$ cat src/rtl/acc_pkg.sv
// acc_pkg: FSM state type and default widths shared by the accumulator feeder
// and the accumulator core.
package acc_pkg;
  localparam int ACC_DATA_W     = 8;
  localparam int ACC_LEN_W      = 8;
  localparam int ACC_FIFO_DEPTH = 4;
  localparam int STALL_CNT_W    = 16;

  typedef enum logic [1:0] {
    IDLE  = 2'd0,
    RUN   = 2'd1,
    FLUSH = 2'd2,
    DONE  = 2'd3
  } acc_state_e;
endpackage

$ cat src/rtl/acc_fifo.sv
// acc_fifo: synchronous showahead buffer. The pointers carry one extra MSB so
// that full and empty can be told apart when the index bits match.
module acc_fifo #(
  parameter int DATA_W = 8,
  parameter int DEPTH  = 4
) (
  input  logic              clk,
  input  logic              reset,
  input  logic              push,
  input  logic [DATA_W-1:0] push_data,
  input  logic              pop,
  output logic [DATA_W-1:0] pop_data,
  output logic              full,
  output logic              empty
);
  localparam int AW = $clog2(DEPTH);

  logic [DATA_W-1:0] mem [DEPTH];
  logic [AW:0]       wr_ptr, rd_ptr;
  logic              do_push, do_pop;

  assign full     = (wr_ptr[AW] != rd_ptr[AW]) && (wr_ptr[AW-1:0] == rd_ptr[AW-1:0]);
  assign empty    = (wr_ptr == rd_ptr);
  assign do_push  = push && !full;
  assign do_pop   = pop && !empty;
  assign pop_data = mem[rd_ptr[AW-1:0]];

  // Storage write; contents need no reset since the pointers gate visibility
  always_ff @(posedge clk)
    if (do_push) mem[wr_ptr[AW-1:0]] <= push_data;

  // Pointer update; push and pop in one cycle both advance
  always_ff @(posedge clk or posedge reset)
    if (reset) begin
      wr_ptr <= '0;
      rd_ptr <= '0;
    end else begin
      if (do_push) wr_ptr <= wr_ptr + 1'b1;
      if (do_pop)  rd_ptr <= rd_ptr + 1'b1;
    end
endmodule

$ cat src/rtl/acc_feeder.sv
// acc_feeder: buffers upstream elements and streams one frame of len_i
// elements into the accumulator core (IDLE -> RUN -> FLUSH -> DONE).
// Optional: define ACC_FEEDER_STALL_CNT_EN to add stall_cnt_o, a saturating
// count of RUN cycles spent waiting on an empty buffer.
module acc_feeder
  import acc_pkg::*;
#(
  parameter int IN_DATA_WIDTH = ACC_DATA_W,
  parameter int LEN_WIDTH     = ACC_LEN_W,
  parameter int FIFO_DEPTH    = ACC_FIFO_DEPTH
) (
  input  logic                     clk,
  input  logic                     reset,
  input  logic                     start_i,
  input  logic [LEN_WIDTH-1:0]     len_i,
  input  logic                     s_valid_i,
  input  logic [IN_DATA_WIDTH-1:0] s_data_i,
  output logic                     s_ready_o,
  output logic [IN_DATA_WIDTH-1:0] number_o,
  output logic                     valid_o,
  output logic                     run_o,
  output logic                     busy_o,
`ifdef ACC_FEEDER_STALL_CNT_EN
  output logic                     done_o,
  output logic [STALL_CNT_W-1:0]   stall_cnt_o
`else
  output logic                     done_o
`endif
);
  acc_state_e               state, state_nxt;
  logic [LEN_WIDTH-1:0]     cnt, cnt_nxt;
  logic                     pop;
  logic                     fifo_full, fifo_empty;
  logic [IN_DATA_WIDTH-1:0] fifo_data;

  acc_fifo #(
    .DATA_W (IN_DATA_WIDTH),
    .DEPTH  (FIFO_DEPTH)
  ) u_fifo (
    .clk       (clk),
    .reset     (reset),
    .push      (s_valid_i),
    .push_data (s_data_i),
    .pop       (pop),
    .pop_data  (fifo_data),
    .full      (fifo_full),
    .empty     (fifo_empty)
  );

  // Upstream is accepted whenever there is room, regardless of FSM state
  assign s_ready_o = !fifo_full;

  // Next state, remaining count, pop and status outputs
  always_comb begin
    state_nxt = state;
    cnt_nxt   = cnt;
    pop       = 1'b0;
    run_o     = 1'b0;
    busy_o    = 1'b0;
    done_o    = 1'b0;
    case (state)
      IDLE: begin
        if (start_i) begin
          if (len_i != '0) begin
            cnt_nxt   = len_i;
            state_nxt = RUN;
          end else begin
            state_nxt = DONE;
          end
        end
      end
      RUN: begin
        run_o  = 1'b1;
        busy_o = 1'b1;
        if (!fifo_empty) begin
          pop     = 1'b1;
          cnt_nxt = cnt - 1'b1;
          if (cnt == LEN_WIDTH'(1)) state_nxt = FLUSH;
        end
      end
      FLUSH: begin
        run_o     = 1'b1;
        busy_o    = 1'b1;
        state_nxt = DONE;
      end
      DONE: begin
        busy_o    = 1'b1;
        done_o    = 1'b1;
        state_nxt = IDLE;
      end
      default: state_nxt = IDLE;
    endcase
  end

  // State, count and the registered element stage; number_o holds when idle
  always_ff @(posedge clk or posedge reset)
    if (reset) begin
      state    <= IDLE;
      cnt      <= '0;
      valid_o  <= 1'b0;
      number_o <= '0;
    end else begin
      state   <= state_nxt;
      cnt     <= cnt_nxt;
      valid_o <= pop;
      if (pop) number_o <= fifo_data;
    end

`ifdef ACC_FEEDER_STALL_CNT_EN
  // Starved RUN cycles, restarted by every accepted start, saturating
  always_ff @(posedge clk or posedge reset)
    if (reset)
      stall_cnt_o <= '0;
    else if (state == IDLE && start_i)
      stall_cnt_o <= '0;
    else if (state == RUN && fifo_empty && stall_cnt_o != '1)
      stall_cnt_o <= stall_cnt_o + 1'b1;
`endif
endmodule

$ cat config.mk
export PLATFORM = sky130hd
export DESIGN_NAME = acc_feeder
export DESIGN_NICKNAME = d
export VERILOG_FILES = /design/src/rtl/acc_pkg.sv /design/src/rtl/acc_fifo.sv /design/src/rtl/acc_feeder.sv
export SDC_FILE = /design/constraint.sdc
export NUM_CORES = 1
export LEC_CHECK = 0
export BUFFER_PORTS_ARGS = -buffer_cell sky130_fd_sc_hd__buf_2
export CORE_MARGIN = 8
export CORE_UTILIZATION = 55
export CTS_CLUSTER_DIAMETER = 200
export DETAILED_ROUTE_END_ITERATION = 10
export PLACE_DENSITY = 0.76
export SETUP_SLACK_MARGIN = 0.2
export SLEW_MARGIN = 20
export SYNTH_ARGS = -nofsm -noshare
export SYNTH_HDL_FRONTEND = slang
export SYNTH_SLANG_ARGS = --single-unit
$ cat constraint.sdc
create_clock -name clk -period 2.8 [get_ports clk]
set_clock_uncertainty 0.05 [all_clocks]
set_input_delay 0.28 -clock clk [delete_from_list [all_inputs] [get_ports clk]]
set_output_delay 0.28 -clock clk [all_outputs]
set_load 0.05 [all_outputs]
==> impl_metrics.json, run 1 <==
{
  "status": "finished, final reports clean",
  "finalSetupTns_ns": 0,
  "wirelength_um": 4895,
  "pwr-share-clk_pct": 16.4,
  "drtIter0Drc": 74,
  "syn_to_final_growth_pct": 14.75,
  "ys_ff_latch": 57,
  "worst_skew_pair.late_latency_ns": 0.32,
  "cts_repair_resize_count": 0,
  "cts_tree": "built",
  "drive_above_1_share_pct": 30.26,
  "antenna_found_initial": 0,
  "portBuffers": 32,
  "gr-total-overflow": 0,
  "synth_ff_type": "edfxtp_1",
  "core-area_um2": 4661,
  "drv_cap": 0,
  "slew_headroom_pct": 38.81,
  "hold_viol_final": 0,
  "first_pass_iters": 4,
  "synth_nets": 213,
  "power.switching_mw": 1.561,
  "dpl_cell_area_um2": 2858,
  "synth-simple-area-share_pct": 9.657,
  "layout_common_cells": "32 x buf_2, 32 x edfxtp_1, 25 x dfrtp_1, 12 x ha_1, 11 x nor2_1",
  "vias": 1646,
  "antennaDiodeCount": 0,
  "arrival_ns": 2.52,
  "synthDistinctLibCells": 42,
  "ys_seq_area_share_pct": 60.32,
  "cts_buffers": 9,
  "synth-edff-count": 32,
  "muxShareOfSynthArea_pct": 13.04,
  "syn_inst": 181,
  "wl_per_cell_um": 17.36,
  "initial_core_util_pct": 56.43,
  "p_leak_nw": 1.236,
  "viasPerCell": 5.837,
  "die_x_um": 85.15,
  "max_freq_mhz": 432.1,
  "cts.sinks": 57,
  "power_frac_comb_pct": 47.3,
  "ant_nets": 0,
  "clk_pin_slew_ns": 0.06,
  "switching_share_pct": 41.04,
  "worst-endpoint-required_ns": 3.00,
  "pwr-share-seq_pct": 36.3,
  "r2r_slack_ns": 0.49,
  "min_period_ns": 2.314,
  "rsz0062_at_grt": "no",
  "hp-class": "in -> async",
  "worstMarginPinSlew_ns": 0.9169,
  "setup_violations": 0,
  "rr_worst_depth": 5,
  "io_pins": 33,
  "path_max_fanout": 15,
  "reg2reg_from": "state[1]",
  "postCtsHoldBufs": 0,
  "cp-end-kind": "flip-flop",
  "h-tree-depth": 3,
  "p_per_area_nw_per_um2": 1260,
  "path_class": "reg -> reg",
  "die_height_um": 85.15,
  "hpwlAfterDp_um": 3578,
  "final_nets": 255,
  "setup_ws_ns": 0.4857,
  "clockBufferDepth": 2,
  "power.internal_mw": 2.243,
  "synth_top_family_by_area": "multiplexers",
  "grt_start_max_net_pins": 26,
  "grt_first_pass_wirelength_um": 8355,
  "cts_setup_buffers": 0,
  "dieArea_um2": 7251,
  "track_usage_pct": 15.15,
  "root_buffer": "clkbuf_8",
  "synth_compound_area_share_pct": 6.660,
  "r2r-end": "cnt[3]",
  "preCtsSetupSlack_ns": 0.5326,
  "avgSynthCellArea_um2": 14.53,
  "stdcell_area_um2": 3018,
  "finalCritPeriodShare_pct": 82.65,
  "report.final.slew_viol_count": 0,
  "vdd_ir_drop_max_mv": 0.6227,
  "synth_xor_area_share_pct": 2.331,
  "netlist_area_um2": 2630,
  "drcViolationCount": 0,
  "placementRows": 25,
  "grt_pass1_vias": 1773,
  "place.gp.congestion": 0.8675,
  "ys_warn_count": 0,
  "synthArstFlopShare_pct": 43.86,
  "synthAdderAreaFrac_pct": 5.709,
  "start_kind": "flip-flop"
}
[routing by layer]
metal  up-vias  part of all wire (%)  track usage [%]
li1        773                     -                -
met1       805                    41            16.13
met3        11                   8.0            5.695
met5         -                     0                0
met4         0                   2.2            11.81
met2        57                    49            23.86
[power groups by stage]
stage,combinational (mW),clock [mW],sequential (mW)
detailed placement,1.82,0,1.40
floorplan,1.21,0,1.58
global placement,1.75,0,1.38
CTS,1.82,0.645,1.38
global route,1.96,0.677,1.42
finish,1.80,0.624,1.38
[cells by family after synthesis]
| family | Yosys count |
|---|---|
| xor+xnor | 7 |
| flops | 57 |
| fa+ha+maj | 12 |
| simple gates | 44 |
| mux | 23 |
| buf+inv | 14 |
| compound gates | 24 |
[worst max path at each step]
stage | startpoint | to | slack [ns] | cells past startpoint
after floorplan | u_fifo.rd_ptr[0] | u_fifo.wr_ptr[2] | 0.67 | 5
after global placement | state[1] | cnt[3] | 0.62 | 5
after detailed placement | state[1] | cnt[3] | 0.53 | 5
after CTS | state[1] | cnt[3] | 0.52 | 5
after global routing | state[1] | cnt[3] | 0.33 | 5
final | state[1] | cnt[3] | 0.49 | 5
[synth_stat cells, types with 3 or more instances]
| cell | number | area (µm²) |
|---|---|---|
| edfxtp_1 | 32 | 960.9 |
| dfrtp_1 | 25 | 625.6 |
| ha_1 | 12 | 150.1 |
| nor2_1 | 11 | 41.29 |
| mux2_2 | 10 | 112.6 |
| inv_1 | 9 | 33.78 |
| mux4_2 | 8 | 180.2 |
| and3_1 | 6 | 37.54 |
| nand2_1 | 6 | 22.52 |
| a21oi_1 | 5 | 25.02 |
| mux2i_1 | 5 | 50.05 |
| o21ai_0 | 5 | 25.02 |
| nand3_1 | 4 | 20.02 |
| xnor2_1 | 4 | 35.03 |
| buf_2 | 3 | 15.01 |
| xor2_1 | 3 | 26.28 |
[state kept, by name, indices dropped and copies added, names as in the netlist]
signal / count
cnt: 8
number_o: 8
state: 2
u_fifo.mem: 32
u_fifo.rd_ptr: 3
u_fifo.wr_ptr: 3
valid_o: 1
[through the flow]
| stage | power [mW] | hold WS, ns | instances | util [%] |
|---|---|---|---|---|
| 6_report | 3.804 | 0.09906 | 282 | 64.75 |
| 5_1_grt | 4.060 | 0.1082 | 282 | 64.75 |
| 4_1_cts | 3.849 | 0.09531 | 282 | 64.75 |
| 3_5_place_dp | 3.212 | 0.4418 | 266 | 61.32 |
| 3_3_place_gp | 3.129 | 0.4272 | 266 | 61.32 |
| 2_1_floorplan | 2.787 | 0.2573 | 181 | - |
[worst max-delay path, stage by stage (launching register included)]
cell,delay (ns)
dfrtp_1,0.40
inv_1,0.12
ha_1,0.46
clkinv_1,0.37
or4b_2,0.73
nand4b_1,0.11
[cell type report]
cell class                      instances  area, µm²
Clock buffer                           15      156.4
Fill cell                             345       1643
Timing Repair Buffer                   35      182.7
Inverter                               10      37.54
Tap cell                               54      67.56
Clock inverter                          1      3.754
Multi-Input combinational cell        110      983.4
Sequential cell                        57       1587
Power figures use the tool's default switching activity.
==> run 2: changes to the inputs <==
--- a/config.mk
+++ b/config.mk
@@ -7,10 +7,10 @@
 export LEC_CHECK = 0
 export BUFFER_PORTS_ARGS = -buffer_cell sky130_fd_sc_hd__buf_2
 export CORE_MARGIN = 8
-export CORE_UTILIZATION = 55
+export CORE_UTILIZATION = 51
 export CTS_CLUSTER_DIAMETER = 200
 export DETAILED_ROUTE_END_ITERATION = 10
-export PLACE_DENSITY = 0.76
+export PLACE_DENSITY = 0.74
 export SETUP_SLACK_MARGIN = 0.2
 export SLEW_MARGIN = 20
 export SYNTH_ARGS = -nofsm -noshare
==> constraint.sdc (replaced) <==
create_clock -name clk -period 2.1 [get_ports clk]
set_clock_uncertainty 0.05 [all_clocks]
set_input_delay 0.21 -clock clk [delete_from_list [all_inputs] [get_ports clk]]
set_output_delay 0.21 -clock clk [all_outputs]
set_load 0.05 [all_outputs]
==> impl_metrics.json, run 2 (same netlist as run 1, synthesis figures left out) <==
{
  "clk_pin_slew_ns": 0.07,
  "core-area_um2": 5042,
  "reg2reg_from": "state[0]",
  "first_pass_iters": 4,
  "hp-class": "in -> reg",
  "grt_pass1_vias": 1724,
  "p_leak_nw": 1.313,
  "report.final.slew_viol_count": 0,
  "largest_reg_flops": 32,
  "crit_start": "state[0]",
  "antennaDiodeCount": 0,
  "status": "finished, final reports clean",
  "hold_viol_final": 0,
  "arrival_ns": 1.97,
  "syn_to_final_growth_pct": 21.55,
  "dr_wl_met3_um": 286,
  "slowest_delay_ns": 0.40,
  "p_per_area_nw_per_um2": 1738,
  "dpl_cell_area_um2": 2913,
  "top_layer_used": "met4",
  "finalSetupTns_ns": 0,
  "stdcell_area_um2": 3197,
  "max_freq_mhz": 547.8,
  "met1Wirelength_um": 2243,
  "worstMarginPinSlew_ns": 0.5033,
  "drive_above_1_share_pct": 36.60,
  "place.gp.congestion": 0.8504,
  "root_buffer": "clkbuf_8",
  "drcViolationCount": 0,
  "cp_top_family": "compound AO/OA/AOI/OAI gates",
  "io_pins": 33,
  "portBuffers": 32,
  "drtIter0Drc": 84,
  "cts_buffers": 9,
  "vias": 1669,
  "fill_cells": 387,
  "ant_nets": 0,
  "placementRows": 26,
  "cts_tree": "built",
  "rsz0062_at_grt": "yes",
  "grt_start_max_net_pins": 26,
  "grt_first_pass_wirelength_um": 8383,
  "dieArea_um2": 7711,
  "start_kind": "flip-flop",
  "wl_met2_um": 2603,
  "min_period_ns": 1.826,
  "track_usage_pct": 14.49,
  "wl_per_cell_um": 16.86,
  "die_height_um": 87.81,
  "hpwlAfterDp_um": 3531,
  "worst-endpoint-required_ns": 2.25,
  "path_cells": "inv_1 > ha_2 > o211a_4 > mux2_2 > a22oi_1 > o21ai_0",
  "slew_headroom_pct": 66.45,
  "vdd_ir_drop_max_mv": 0.9398,
  "hold_slack_ns": 0.04732,
  "final_nets": 262,
  "dp.cells": 286,
  "final_util_pct": 63.40,
  "slowest_stage": "dfrtp_1",
  "hp-start": "s_data_i[3]",
  "finalCritPeriodShare_pct": 86.94,
  "worst_skew_pair.late_latency_ns": 0.32,
  "clockBufferDepth": 2,
  "cp_num_buf_inv": 1,
  "wirelength_um": 5143,
  "cts.sinks": 57,
  "cp-end-kind": "flip-flop",
  "gr-total-overflow": 0,
  "antenna_found_initial": 0,
  "drv_cap": 0,
  "viasPerCell": 5.472,
  "die_x_um": 87.81,
  "path_max_fanout": 7,
  "setup_violations": 0,
  "layout_common_cells": "32 x buf_2, 32 x edfxtp_1, 25 x dfrtp_1, 11 x ha_1",
  "h-tree-depth": 3,
  "final_cell_count_no_fill": 305,
  "initial_core_util_pct": 52.16,
  "path_class": "reg -> reg"
}
-- run 2: path summary, 6_finish.rpt --
check	slack [ns]	depth (start not counted)	endpoint
max	0.27	6	cnt[2]
min	0.05	1	u_fifo.mem[0][3]
max reg2reg	0.27	6	cnt[2]
min reg2reg	0.46	1	number_o[1]
max in group asynchronous	1.30	4	u_fifo.wr_ptr[0]
min in group asynchronous	0.43	4	number_o[1]
-- run 2: repair_timing --
item / 4_1_cts / 5_1_grt
gates resized for setup: 0 / 11
hold buffers: 1 / 0
hold endpoints to repair: 25 / 0
setup endpoints to repair: 0 / 15
buffers inserted: 0 / 2
-- run 2: per-layer routing --
metal | global-route usage, % | up-vias
met5 | 0 | -
met4 | 5.625 | 0
met3 | 5.066 | 2
met2 | 22.85 | 48
met1 | 17.75 | 830
li1 | - | 789
-- run 2: worst reg2reg max path, cell delays in order, from the launching register on --
cell and delay, ns:
dfrtp_1 0.40, inv_1 0.14, ha_2 0.28, o211a_4 0.23
mux2_2 0.34, a22oi_1 0.13, o21ai_0 0.12
-- run 2: cell type report --
class / instances / area (µm²) / share of cell area [%]
Clock buffer: 10 / 127.6 / 3.992
Timing Repair Buffer: 42 / 245.2 / 7.671
Multi-Input combinational cell: 110 / 1030 / 32.21
Clock inverter: 6 / 82.58 / 2.583
Tap cell: 70 / 87.58 / 2.740
Inverter: 10 / 37.54 / 1.174
Sequential cell: 57 / 1587 / 49.63
-- run 2: through the flow --
step | power (mW) | worst slack [ns]
floorplan | 3.729 | 0.1842
finish | 5.556 | 0.2743
CTS | 5.427 | 0.2051
global placement | 4.262 | 0.1971
detailed placement | 4.339 | 0.1937
global route | 5.925 | 0.1894
-- run 2: where the power goes --
part / total, mW / leakage (nW) / switching, mW / internal [mW]
clock network: 1.08 / 0.0976 / 0.420 / 0.660
registers: 1.87 / 0.588 / 0.265 / 1.60
logic: 2.61 / 0.627 / 1.54 / 1.07
total: 5.56 / 1.31 / 2.22 / 3.33
